--- config.mk ---
export PLATFORM = sky130hd
export DESIGN_NAME = esd_multi_controller
export DESIGN_NICKNAME = d
export VERILOG_FILES = /design/src/rtl/esd_multi_controller.sv
export SDC_FILE = /design/constraint.sdc
export NUM_CORES = 1
export LEC_CHECK = 0
export ABC_AREA = 0
export CAP_MARGIN = 40
export CORE_MARGIN = 2
export CORE_UTILIZATION = 32
export CTS_CLUSTER_DIAMETER = 150
export CTS_CLUSTER_SIZE = 14
export DETAILED_ROUTE_END_ITERATION = 6
export GPL_TIMING_DRIVEN = 0
export PLACE_DENSITY = 0.51
export SLEW_MARGIN = 20
export SYNTH_ARGS = -nofsm -noshare
export SYNTH_HDL_FRONTEND = slang
export SYNTH_SLANG_ARGS = --single-unit
--- constraint.sdc ---
create_clock -name clk -period 2.3 [get_ports clk]
set_input_delay 0.46 -clock clk [delete_from_list [all_inputs] [get_ports clk]]
set_output_delay 0.46 -clock clk [all_outputs]
set_load 0.01 [all_outputs]
--- src/rtl/esd_multi_controller.sv ---
`default_nettype none
// ============================================================================
// Module   : esd_multi_controller
// Purpose  : Multi-channel emergency-stop supervisor with debounced inputs,
//            host watchdog, channel discrepancy lockout and status LED.
// Revision : 1.0 - initial release
// ============================================================================
module esd_multi_controller #(
    parameter int N_CH      = 2,
    parameter int DEB_CYC   = 4,
    parameter int WDG_TO    = 1000,
    parameter int DISC_CYC  = 16,
    parameter int BLINK_DIV = 8
) (
    input  logic            clk,
    input  logic            rst,
    input  logic [N_CH-1:0] estop_n,
    input  logic            ack_n,
    input  logic            wdg_kick,
    output logic            shutdown_o,
    output logic            led_stat_o,
    output logic [1:0]      fault_code_o,
    output logic [N_CH-1:0] trip_mask_o
);

    localparam int c_NS      = N_CH + 2;
    localparam int c_DEB_W   = (DEB_CYC > 1)   ? $clog2(DEB_CYC)   : 1;
    localparam int c_ARM_W   = $clog2(DEB_CYC + 3);
    localparam int c_WDG_W   = (WDG_TO > 1)    ? $clog2(WDG_TO)    : 1;
    localparam int c_DISC_W  = (DISC_CYC > 1)  ? $clog2(DISC_CYC)  : 1;
    localparam int c_BLINK_W = (BLINK_DIV > 1) ? $clog2(BLINK_DIV) : 1;

    localparam logic [c_NS-1:0]      c_SYNC_INIT = {1'b0, 1'b1, {N_CH{1'b1}}};
    localparam logic [c_DEB_W-1:0]   c_DEB_MAX   = c_DEB_W'(DEB_CYC - 1);
    localparam logic [c_ARM_W-1:0]   c_ARM_MAX   = c_ARM_W'(DEB_CYC + 2);
    localparam logic [c_WDG_W-1:0]   c_WDG_MAX   = c_WDG_W'(WDG_TO - 1);
    localparam logic [c_DISC_W-1:0]  c_DISC_MAX  = c_DISC_W'(DISC_CYC - 1);
    localparam logic [c_BLINK_W-1:0] c_BLINK_MAX = c_BLINK_W'(BLINK_DIV - 1);

    localparam logic [1:0] c_ST_SAFE = 2'd0;
    localparam logic [1:0] c_ST_RUN  = 2'd1;
    localparam logic [1:0] c_ST_TRIP = 2'd2;
    localparam logic [1:0] c_ST_LOCK = 2'd3;

    localparam logic [1:0] c_FC_NONE  = 2'd0;
    localparam logic [1:0] c_FC_ESTOP = 2'd1;
    localparam logic [1:0] c_FC_WDG   = 2'd2;
    localparam logic [1:0] c_FC_LOCK  = 2'd3;

    logic [c_NS-1:0]      r_sync1;
    logic [c_NS-1:0]      r_sync2;
    logic                 r_kick_prev;
    logic [N_CH:0]        w_deb;
    logic [N_CH-1:0]      w_estop_deb;
    logic                 w_ack_deb;
    logic                 r_ack_prev;
    logic [c_ARM_W-1:0]   r_arm_cnt;
    logic                 r_armed;
    logic                 w_kick;
    logic                 w_ack_fall;
    logic                 w_all_high;
    logic                 w_disagree;
    logic                 w_disc_lock;
    logic [c_DISC_W-1:0]  r_disc_cnt;
    logic [c_WDG_W-1:0]   r_wdg_cnt;
    logic [c_BLINK_W-1:0] r_blink_cnt;
    logic [1:0]           r_state;
    logic [1:0]           w_state_nx;
    logic [1:0]           w_fault_nx;
    logic [N_CH-1:0]      w_mask_nx;
    logic                 w_led_nx;

    // Bit layout of the synchroniser: {kick, ack_n, estop_n[N_CH-1:0]}
    always_ff @(posedge clk) begin
        if (rst) begin
            r_sync1     <= c_SYNC_INIT;
            r_sync2     <= c_SYNC_INIT;
            r_kick_prev <= 1'b0;
        end else begin
            r_sync1     <= {wdg_kick, ack_n, estop_n};
            r_sync2     <= r_sync1;
            r_kick_prev <= r_sync2[c_NS-1];
        end
    end

    assign w_kick = r_sync2[c_NS-1] & ~r_kick_prev;

    for (genvar gi = 0; gi <= N_CH; gi++) begin : g_deb
        logic               r_val;
        logic [c_DEB_W-1:0] r_cnt;
        always_ff @(posedge clk) begin
            if (rst) begin
                r_val <= 1'b1;
                r_cnt <= '0;
            end else if (r_sync2[gi] == r_val) begin
                r_cnt <= '0;
            end else if (r_cnt == c_DEB_MAX) begin
                r_val <= r_sync2[gi];
                r_cnt <= '0;
            end else begin
                r_cnt <= r_cnt + c_DEB_W'(1);
            end
        end
        assign w_deb[gi] = r_val;
    end

    assign w_estop_deb = w_deb[N_CH-1:0];
    assign w_ack_deb   = w_deb[N_CH];
    assign w_all_high  = &w_estop_deb;

    // An ack held low through reset must be seen released before a press counts
    always_ff @(posedge clk) begin
        if (rst) begin
            r_ack_prev <= 1'b1;
            r_arm_cnt  <= '0;
            r_armed    <= 1'b0;
        end else begin
            r_ack_prev <= w_ack_deb;
            if (!r_sync2[N_CH])
                r_arm_cnt <= '0;
            else if (r_arm_cnt != c_ARM_MAX)
                r_arm_cnt <= r_arm_cnt + c_ARM_W'(1);
            if (r_arm_cnt == c_ARM_MAX)
                r_armed <= 1'b1;
        end
    end

    assign w_ack_fall = r_armed & r_ack_prev & ~w_ack_deb;

    if (N_CH >= 2) begin : g_disc
        assign w_disagree = ~(&w_estop_deb) & (|w_estop_deb);
    end else begin : g_nodisc
        assign w_disagree = 1'b0;
    end

    always_ff @(posedge clk) begin
        if (rst || !w_disagree)
            r_disc_cnt <= '0;
        else if (r_disc_cnt != c_DISC_MAX)
            r_disc_cnt <= r_disc_cnt + c_DISC_W'(1);
    end

    assign w_disc_lock = w_disagree && (r_disc_cnt == c_DISC_MAX);

    always_comb begin
        w_state_nx = r_state;
        w_fault_nx = fault_code_o;
        w_mask_nx  = trip_mask_o;
        case (r_state)
            c_ST_SAFE: begin
                if (w_ack_fall && w_all_high)
                    w_state_nx = c_ST_RUN;
            end
            c_ST_RUN: begin
                // Estop outranks a simultaneous watchdog expiry
                if (!w_all_high) begin
                    w_state_nx = c_ST_TRIP;
                    w_fault_nx = c_FC_ESTOP;
                    w_mask_nx  = ~w_estop_deb;
                end else if ((r_wdg_cnt == c_WDG_MAX) && !w_kick) begin
                    w_state_nx = c_ST_TRIP;
                    w_fault_nx = c_FC_WDG;
                    w_mask_nx  = '0;
                end
            end
            c_ST_TRIP: begin
                if (w_ack_fall && w_all_high) begin
                    w_state_nx = c_ST_RUN;
                    w_fault_nx = c_FC_NONE;
                    w_mask_nx  = '0;
                end
            end
            c_ST_LOCK: begin
                w_state_nx = c_ST_LOCK;
            end
            default: begin
                w_state_nx = c_ST_SAFE;
                w_fault_nx = c_FC_NONE;
                w_mask_nx  = '0;
            end
        endcase
        if (w_disc_lock && (r_state != c_ST_LOCK)) begin
            w_state_nx = c_ST_LOCK;
            w_fault_nx = c_FC_LOCK;
            w_mask_nx  = ~w_estop_deb;
        end
    end

    always_comb begin
        w_led_nx = 1'b0;
        case (w_state_nx)
            c_ST_RUN, c_ST_LOCK: w_led_nx = 1'b1;
            c_ST_TRIP: begin
                if (r_state != c_ST_TRIP)
                    w_led_nx = 1'b1;
                else if (r_blink_cnt == c_BLINK_MAX)
                    w_led_nx = ~led_stat_o;
                else
                    w_led_nx = led_stat_o;
            end
            default: w_led_nx = 1'b0;
        endcase
    end

    always_ff @(posedge clk) begin
        if (rst) begin
            r_state      <= c_ST_SAFE;
            shutdown_o   <= 1'b1;
            led_stat_o   <= 1'b0;
            fault_code_o <= c_FC_NONE;
            trip_mask_o  <= '0;
            r_wdg_cnt    <= '0;
            r_blink_cnt  <= '0;
        end else begin
            r_state      <= w_state_nx;
            shutdown_o   <= (w_state_nx != c_ST_RUN);
            led_stat_o   <= w_led_nx;
            fault_code_o <= w_fault_nx;
            trip_mask_o  <= w_mask_nx;

            // Counter is only live while staying in RUN; entering RUN reloads it
            if ((r_state == c_ST_RUN) && (w_state_nx == c_ST_RUN)) begin
                if (w_kick)
                    r_wdg_cnt <= '0;
                else if (r_wdg_cnt != c_WDG_MAX)
                    r_wdg_cnt <= r_wdg_cnt + c_WDG_W'(1);
            end else begin
                r_wdg_cnt <= '0;
            end

            if ((r_state == c_ST_TRIP) && (w_state_nx == c_ST_TRIP)) begin
                if (r_blink_cnt == c_BLINK_MAX)
                    r_blink_cnt <= '0;
                else
                    r_blink_cnt <= r_blink_cnt + c_BLINK_W'(1);
            end else begin
                r_blink_cnt <= '0;
            end
        end
    end

endmodule
`default_nettype wire
**Yosys cells after proc, flatten, opt, wreduce, memory -nomap -nowiden**

Index checks and enable logic that the tools add are counted.

- Register bits: 48
- Input bits: 6
- Output and inout port bits: 6

- Eq/ne operators: 25
- $add $sub $neg: 7
- Bitwise gates (word level): 15
- Reduce and logical (&&, ||, !) cells: 25
- Mux-type cells: 17

Operators by type and width:

| cell | number |
|---|---|
| 2-bit two-way mux | 11 |
| 3-bit OR reduction | 5 |
| 2-bit equality test (second input constant) | 7 |
| 10-bit by 1-bit adder with 10-bit output (second input constant) | 1 |
| 10-bit equality test (second input constant) | 1 |
| 10-bit inequality test (second input constant) | 1 |
| 1-bit inverter | 10 |
| 4-bit inequality test (second input constant) | 2 |
| 2-bit case mux with 2 select lines | 2 |
| 2-bit AND reduction | 4 |
| 2-bit OR reduction | 4 |
| 2-bit by 1-bit adder with 2-bit output (second input constant) | 3 |
| 3-bit by 1-bit adder with 3-bit output (second input constant) | 2 |
| 3-bit equality test (second input constant) | 2 |
| 1-bit logical AND | 6 |
| 3-bit inequality test (second input constant) | 2 |
| 2-bit case mux with 3 select lines | 1 |
| 4-bit by 1-bit adder with 4-bit output (second input constant) | 1 |
| 1-bit bitwise AND | 4 |
| 2-bit by 1-bit equality test with 1-bit output (second input constant) | 2 |
| 4-bit equality test (second input constant) | 1 |
| 2-bit inequality test (second input constant) | 2 |
| 1-bit equality test | 3 |
| 3-bit by 2-bit inequality test with 1-bit output (second input constant) | 1 |
| 9 further kinds | 11 |

**Depth between registers and ports, before layout**

Gate-level depths: netlist of run 1.

- Depth in word-level cells: 12
- Mapped depth: 6

**Least setup slack after synthesis of run 1**

OpenSTA, ideal clock, no wires.

- Path type: reg-to-reg
- Start: reg g_deb[0].r_val
- End: reg shutdown_o
- Slack: 516 ps
- Library setup time: 127 ps
- Buffers on the path: 0
- Required time: 2173 ps
- Stages on the path, launching flop included: 6
- Data arrival time: 1657 ps
- Cells stage by stage: dfxtp_1 ha_1 nand4b_1 or2_1 a221oi_2 or3b_1

- Cells in the longest elaborated chain, start to end: 7
- Elaborated cells on any way between the ends: 12

RTL lines:

| element | line | text |
|---|---|---|
| from (decl) | 89 | `logic r_val;` |
| from (signal assigned) | 98 | `r_val <= r_sync2[gi];` |
| branches (longest 5 deep; another with 2-bit case mux with 3 select lines) | n/a |  |
| 2-bit two-way mux * | 182 | `if (w_disc_lock && (r_state != c_ST_LOCK)) begin` |
| 2-bit by 1-bit inequality test with 1-bit output * | 216 | `shutdown_o <= (w_state_nx != c_ST_RUN);` |
| to (signal assigned) | 216 |  |
| to (decl) | 20 | `output logic shutdown_o,` |

Mark *: on every way between the ends.
A chain may end at the register's enable or synchronous reset.

**Worst setup path in the final report of run 1**

Same ends and word-level chain as after synthesis.

==> results of run 1 <==
through the flow:
stage	hold WS, ns	setup WS [ns]
5_1_grt	0.4327	0.03500
3_3_place_gp	0.3940	0.1817
2_1_floorplan	0.3895	0.5162
6_report	0.4151	0.1875
3_5_place_dp	0.3932	0.1787
4_1_cts	0.4172	0.1598
layout by cell type (no fill, tap or decap), types with 6 or more instances in the layout:
cell type and n:
clkdlybuf4s50_1 11, dfxtp_1 48, ha_1 10, inv_1 10
mux2i_1 9, nand2_1 20, nand3_1 10, nor2_1 33
nor3_1 6, o21ai_0 6, or2_2 7, xnor2_1 9
sequential cells by signal, indices dropped and copies added (netlist names), 2 cells and up:
name / flops
r_wdg_cnt: 10
g_deb.r_cnt: 6
r_disc_cnt: 4
r_sync1: 4
r_sync2: 4
g_deb.r_val: 3
r_arm_cnt: 3
r_blink_cnt: 3
fault_code_o: 2
r_state: 2
trip_mask_o: 2
worst min-delay path by stage:
stage	startpoint	to	slack (ns)
after floorplan	r_sync1[0]$_SDFF_PP1_	r_sync2[0]$_SDFF_PP1_	0.39
after global placement	r_sync1[0]$_SDFF_PP1_	r_sync2[0]$_SDFF_PP1_	0.39
after detailed placement	r_sync1[0]$_SDFF_PP1_	r_sync2[0]$_SDFF_PP1_	0.39
after CTS	r_sync1[0]$_SDFF_PP1_	r_sync2[0]$_SDFF_PP1_	0.42
after global routing	r_sync1[0]$_SDFF_PP1_	r_sync2[0]$_SDFF_PP1_	0.43
final	r_sync1[0]$_SDFF_PP1_	r_sync2[0]$_SDFF_PP1_	0.42
where the power goes:
group | switching (mW) | leakage [nW] | total [mW] | internal [mW]
combinational | 0.0216 | 0.410 | 0.0435 | 0.0219
sequential | 0.00681 | 0.390 | 0.850 | 0.844
clock | 0.304 | 0.0548 | 0.632 | 0.328
logic make-up after synthesis:
group                      synth area share
and+or+nand+nor                      0.2524
DFF                                  0.4870
AOI/OAI and AO/OA                   0.06214
xor gates and xnor gates            0.06214
buffers and inverters               0.02727
adders and majority gates           0.06341
muxes                               0.04566
area by class of cell:
class	count	area (um^2)
inverter	10	37.54
tap	75	93.84
fill	636	3664
clock inverter	3	46.29
timing repair buffer	11	110.1
clock buffer	5	68.82
sequential	48	960.9
buffer	4	16.27
multi-input combinational	150	958.4
worst register-to-register path, cell delays in order, from the launching register on:
cell      delay, ns
dfxtp_1        0.43
ha_1           0.30
nand4b_1       0.17
or2_1          0.27
a221oi_2       0.46
or3b_1         0.39
routing by layer:
metal  routed length (um)  share of wire  vias to the layer above  track usage
met5                    0              0                        -            0
met4                   69          0.020                        0      0.04918
met3                  144          0.042                        6      0.04565
met2                 1559           0.45                       17       0.1847
met1                 1690           0.49                      651       0.1427
li1                     -              -                      755            -
==> impl_metrics.toml, run 1 <==
[die]
std_cell_rows = 28
die_h_um = 82.53
fp.coreArea_um2 = 5956
dieArea_um2 = 6810
top_level_ports = 12
die_w_um = 82.53
initial_core_util = 0.3313

[timing]
finalMaxSlewViolations = 0
min_period_ns = 2.113
max_freq_mhz = 473.4
hold_viol = 0
fin_setup_tns_ns = 0
tightest_slew_ns = 0.4969
rsz0062_at_grt = "false"
setup_violations = 0
post-route-period-util = 0.9185
fin_skew_ns = 0.005790
slew_headroom = 0.6687

[yosys]
synthesis.area_um2 = 1973
synth_edf_count = 0
ys_seq_area_frac = 0.4870
ys_types = 38
syn-num-nets = 228
synth.largest_area_cell = "dfxtp_1"
synth_area_leaders = "dfxtp_1 (49%), ha_1 (6.3%), nor2_1 (6.3%), mux2i_1 (4.6%), xnor2_1 (4.0%)"
yosysWarnings = 0
yosys-top-cells-count = "dfxtp_1 (48), nor2_1 (33), nand2_1 (20)"
async_reset_ff_frac = 0
ys_ff_latch = 48
synthCells = 212
avgSynthCellArea_um2 = 9.307
yosys.cell_count.top_type = "dfxtp_1"
synth_flop_cell = "dfxtp_1"
synth_top_area_frac = 0.4870

[worst_setup_path]
cp-start-kind = "flop"
ff2ff_setup_slack_ns = 0.19
cp-startpoint = "g_deb[0].r_val$_SDFFE_PP1P_"
path_delay_family = "simple AND/OR/NAND/NOR gates"
critPathKind = "reg -> reg"
required_ns = 2.50
r2r_cells = 5
arrival_ns = 2.31
endpoint = "shutdown_o$_SDFF_PP1_"
cp_cell_sequence = "ha_1 -> nand4b_1 -> or2_1 -> a221oi_2 -> or3b_1"
worst_path_max_delay_cell = "a221oi_2"
r2r-end = "shutdown_o$_SDFF_PP1_"
cpPeakStageDelay_ns = 0.46
timing.critical_path.buf_inv = 0
critPathMaxFanout = 6
crit_cells = 5
worstReg2RegStart = "g_deb[0].r_val$_SDFFE_PP1P_"
cp-end-kind = "flop"

[final_layout]
final_area_um2 = 2292
area_growth_pct = 16.17
final_nets = 246
final_util = 0.3849
final_cells = 306
n_antenna_cell = 0
drive_above_1_share = 0.08658

[drt]
drt_wl_total_um = 3464
avgViaCountPerCell = 4.670
drc_errors = 0
detail-route-antenna-nets = 0
vias = 1429
drtPass1Iterations = 4
avgRoutedWirePerCell_um = 11.32
drt-initial-drc-count = 47

[pwr]
ir_worst_vdd_uv = 370.5
p_leak_nw = 0.8538
p_per_area_nw_per_um2 = 665.6
finalPower_mw = 1.526

[clock_tree]
clkSinkCount = 48
cts.clk_slew.worst_paths_ns = 0.09
clk_latency_ns = 0.31
postCtsHoldBufs = 0
htree_levels = 2
cts-resized-gates = 0
numCtsBuffers = 5
cts_setup_buffers = 0
clockBufferDepth = 2
root_buffer = "clkbuf_8"
cts_tree = "built"

[flow_run]
drv_cap = 0

[placement]
hpwl_um = 2426
port_buffers = 11
dp.cells = 298
place_congestion = 0.6839
placed_area_um2 = 2177

[min_path]
hp-class = "reg -> reg"
holdPathStages = 1

[grt]
grt_pass1_wl_um = 5934
grt_max_degree = 17
grt_pass1_vias = 1269
overflow = 0
grt_usage = 0.1173
antenna_found_initial = 0

[run_status]
status = "finished clean"
(Power assumes the default switching activity.)
==> run 2: changes to the inputs <==
- CELL_PAD_IN_SITES_DETAIL_PLACEMENT: default -> 0
- CELL_PAD_IN_SITES_GLOBAL_PLACEMENT: default -> 1
- PLACE_DENSITY: 0.51 -> 0.62
==> impl_metrics.toml, run 2 (synthesized netlist as in run 1, its figures left out) <==
[drt]
avgRoutedWirePerCell_um = 11.32
drc_errors = 0
drt-initial-drc-count = 58
drtPass1Iterations = 4
vias = 1388
avgViaCountPerCell = 4.536
drt_wl_total_um = 3465
detail-route-antenna-nets = 0

[pwr]
ir_worst_vdd_uv = 472.8
p_per_area_nw_per_um2 = 661.2
p_leak_nw = 0.8574

[die]
die_w_um = 82.53
std_cell_rows = 28
die_h_um = 82.53
top_level_ports = 12
initial_core_util = 0.3313
fp.coreArea_um2 = 5956
dieArea_um2 = 6810

[clock_tree]
clk_latency_ns = 0.30
root_buffer = "clkbuf_8"
cts-resized-gates = 0
cts.clk_slew.worst_paths_ns = 0.09
cts_tree = "built"
postCtsHoldBufs = 0
numCtsBuffers = 5
cts_setup_buffers = 0
htree_levels = 2
clockBufferDepth = 2
clkSinkCount = 48

[grt]
grt_usage = 0.1196
grt_max_degree = 17
antenna_found_initial = 0
overflow = 0
grt_pass1_vias = 1305
grt_pass1_wl_um = 6016

[final_layout]
area_growth_pct = 16.23
n_antenna_cell = 0
largestRegisters = "r_wdg_cnt: 10 flops, g_deb.r_cnt: 6 flops"
final_cell_mix = "dfxtp_1 (48), nor2_1 (33), nand2_1 (20), clkdlybuf4s50_1 (11)"
largest_register = "r_wdg_cnt"
largest_reg_flops = 10
num-fill-cells = 629
final_nets = 246
mostFrequentLayoutCell = "dfxtp_1"
drive_above_1_share = 0.08658

[timing]
fin_skew_ns = 0.005027
fin_setup_tns_ns = 0
tightest_slew_ns = 0.4719
slew_headroom = 0.6825
hold_viol = 0
post-route-period-util = 0.9096
setup_slack_ns = 0.2079
setup_violations = 0
max_freq_mhz = 478.0
min_period_ns = 2.092
finalMaxSlewViolations = 0
rsz0062_at_grt = "false"

[placement]
port_buffers = 11
place_congestion = 0.7397
hpwl_um = 2465
preCtsSetupSlack_ns = 0.1898

[worst_setup_path]
critPathMaxFanout = 6
critPathKind = "reg -> reg"
arrival_ns = 2.28
cp_cell_sequence = "ha_1 -> nand4b_1 -> or2_1 -> a221oi_2 -> or3b_1"
required_ns = 2.49
path_delay_family = "simple AND/OR/NAND/NOR gates"
cpPeakStageDelay_ns = 0.44
timing.critical_path.buf_inv = 0
cp-start-kind = "flop"
cp-end-kind = "flop"
worst_path_max_delay_cell = "a221oi_2"

[min_path]
hp-class = "reg -> reg"

[flow_run]
drv_cap = 0

[run_status]
status = "finished clean"
==> run 2: worst paths after layout <==
kind	start	endpoint	slack (ns)	cells after the start
hold reg to reg	r_sync1[2]$_SDFF_PP1_	r_sync2[2]$_SDFF_PP1_	0.41	1
setup / recovery	g_deb[0].r_val$_SDFFE_PP1P_	shutdown_o$_SDFF_PP1_	0.21	5
hold / removal	r_sync1[2]$_SDFF_PP1_	r_sync2[2]$_SDFF_PP1_	0.41	1
setup reg to reg	g_deb[0].r_val$_SDFFE_PP1P_	shutdown_o$_SDFF_PP1_	0.21	5
==> run 2: per-stage QoR <==
| step | power (mW) | hold slack [ns] | cells | util | area (um^2) |
|---|---|---|---|---|---|
| final | 1.516 | 0.4142 | 306 | 0.3851 | 2293 |
| after CTS | 1.540 | 0.4197 | 306 | 0.3851 | 2293 |
| after floorplan | 0.8955 | 0.3895 | 212 | - | 1973 |
| after global routing | 1.589 | 0.4339 | 306 | 0.3851 | 2293 |
| after detailed placement | 0.9150 | 0.3964 | 298 | 0.3655 | 2177 |
| after global placement | 0.9146 | 0.3912 | 298 | 0.3655 | 2177 |
==> run 2: worst reg2reg max path, cell delays in order, from the launching register on <==
cell      delay (ns)
dfxtp_1         0.41
ha_1            0.29
nand4b_1        0.17
or2_1           0.27
a221oi_2        0.45
or3b_1          0.40
==> run 2: power by group <==
part / switching [mW] / leakage (nW) / internal (mW)
clock: 0.295 / 0.0583 / 0.328
combinational: 0.0214 / 0.410 / 0.0219
sequential: 0.00715 / 0.390 / 0.843
==> run 2: layer usage <==
layer | GRT usage | wire length (um) | vias up
met3 | 0.03696 | 83 | 7
met4 | 0.05410 | 68 | 0
met2 | 0.1806 | 1465 | 13
met1 | 0.1561 | 1848 | 611
li1 | - | - | 757
met5 | 0 | 0 | -
==> run 2: area by class of cell <==
type	count	area (um^2)	area share
Clock buffer	5	68.82	0.03001
Multi-Input combinational cell	150	958.4	0.4179
Buffer	4	16.27	0.007092
Tap cell	75	93.84	0.04092
Clock inverter	3	47.55	0.02073
Inverter	10	37.54	0.01637
Sequential cell	48	960.9	0.4190
Timing Repair Buffer	11	110.1	0.04801
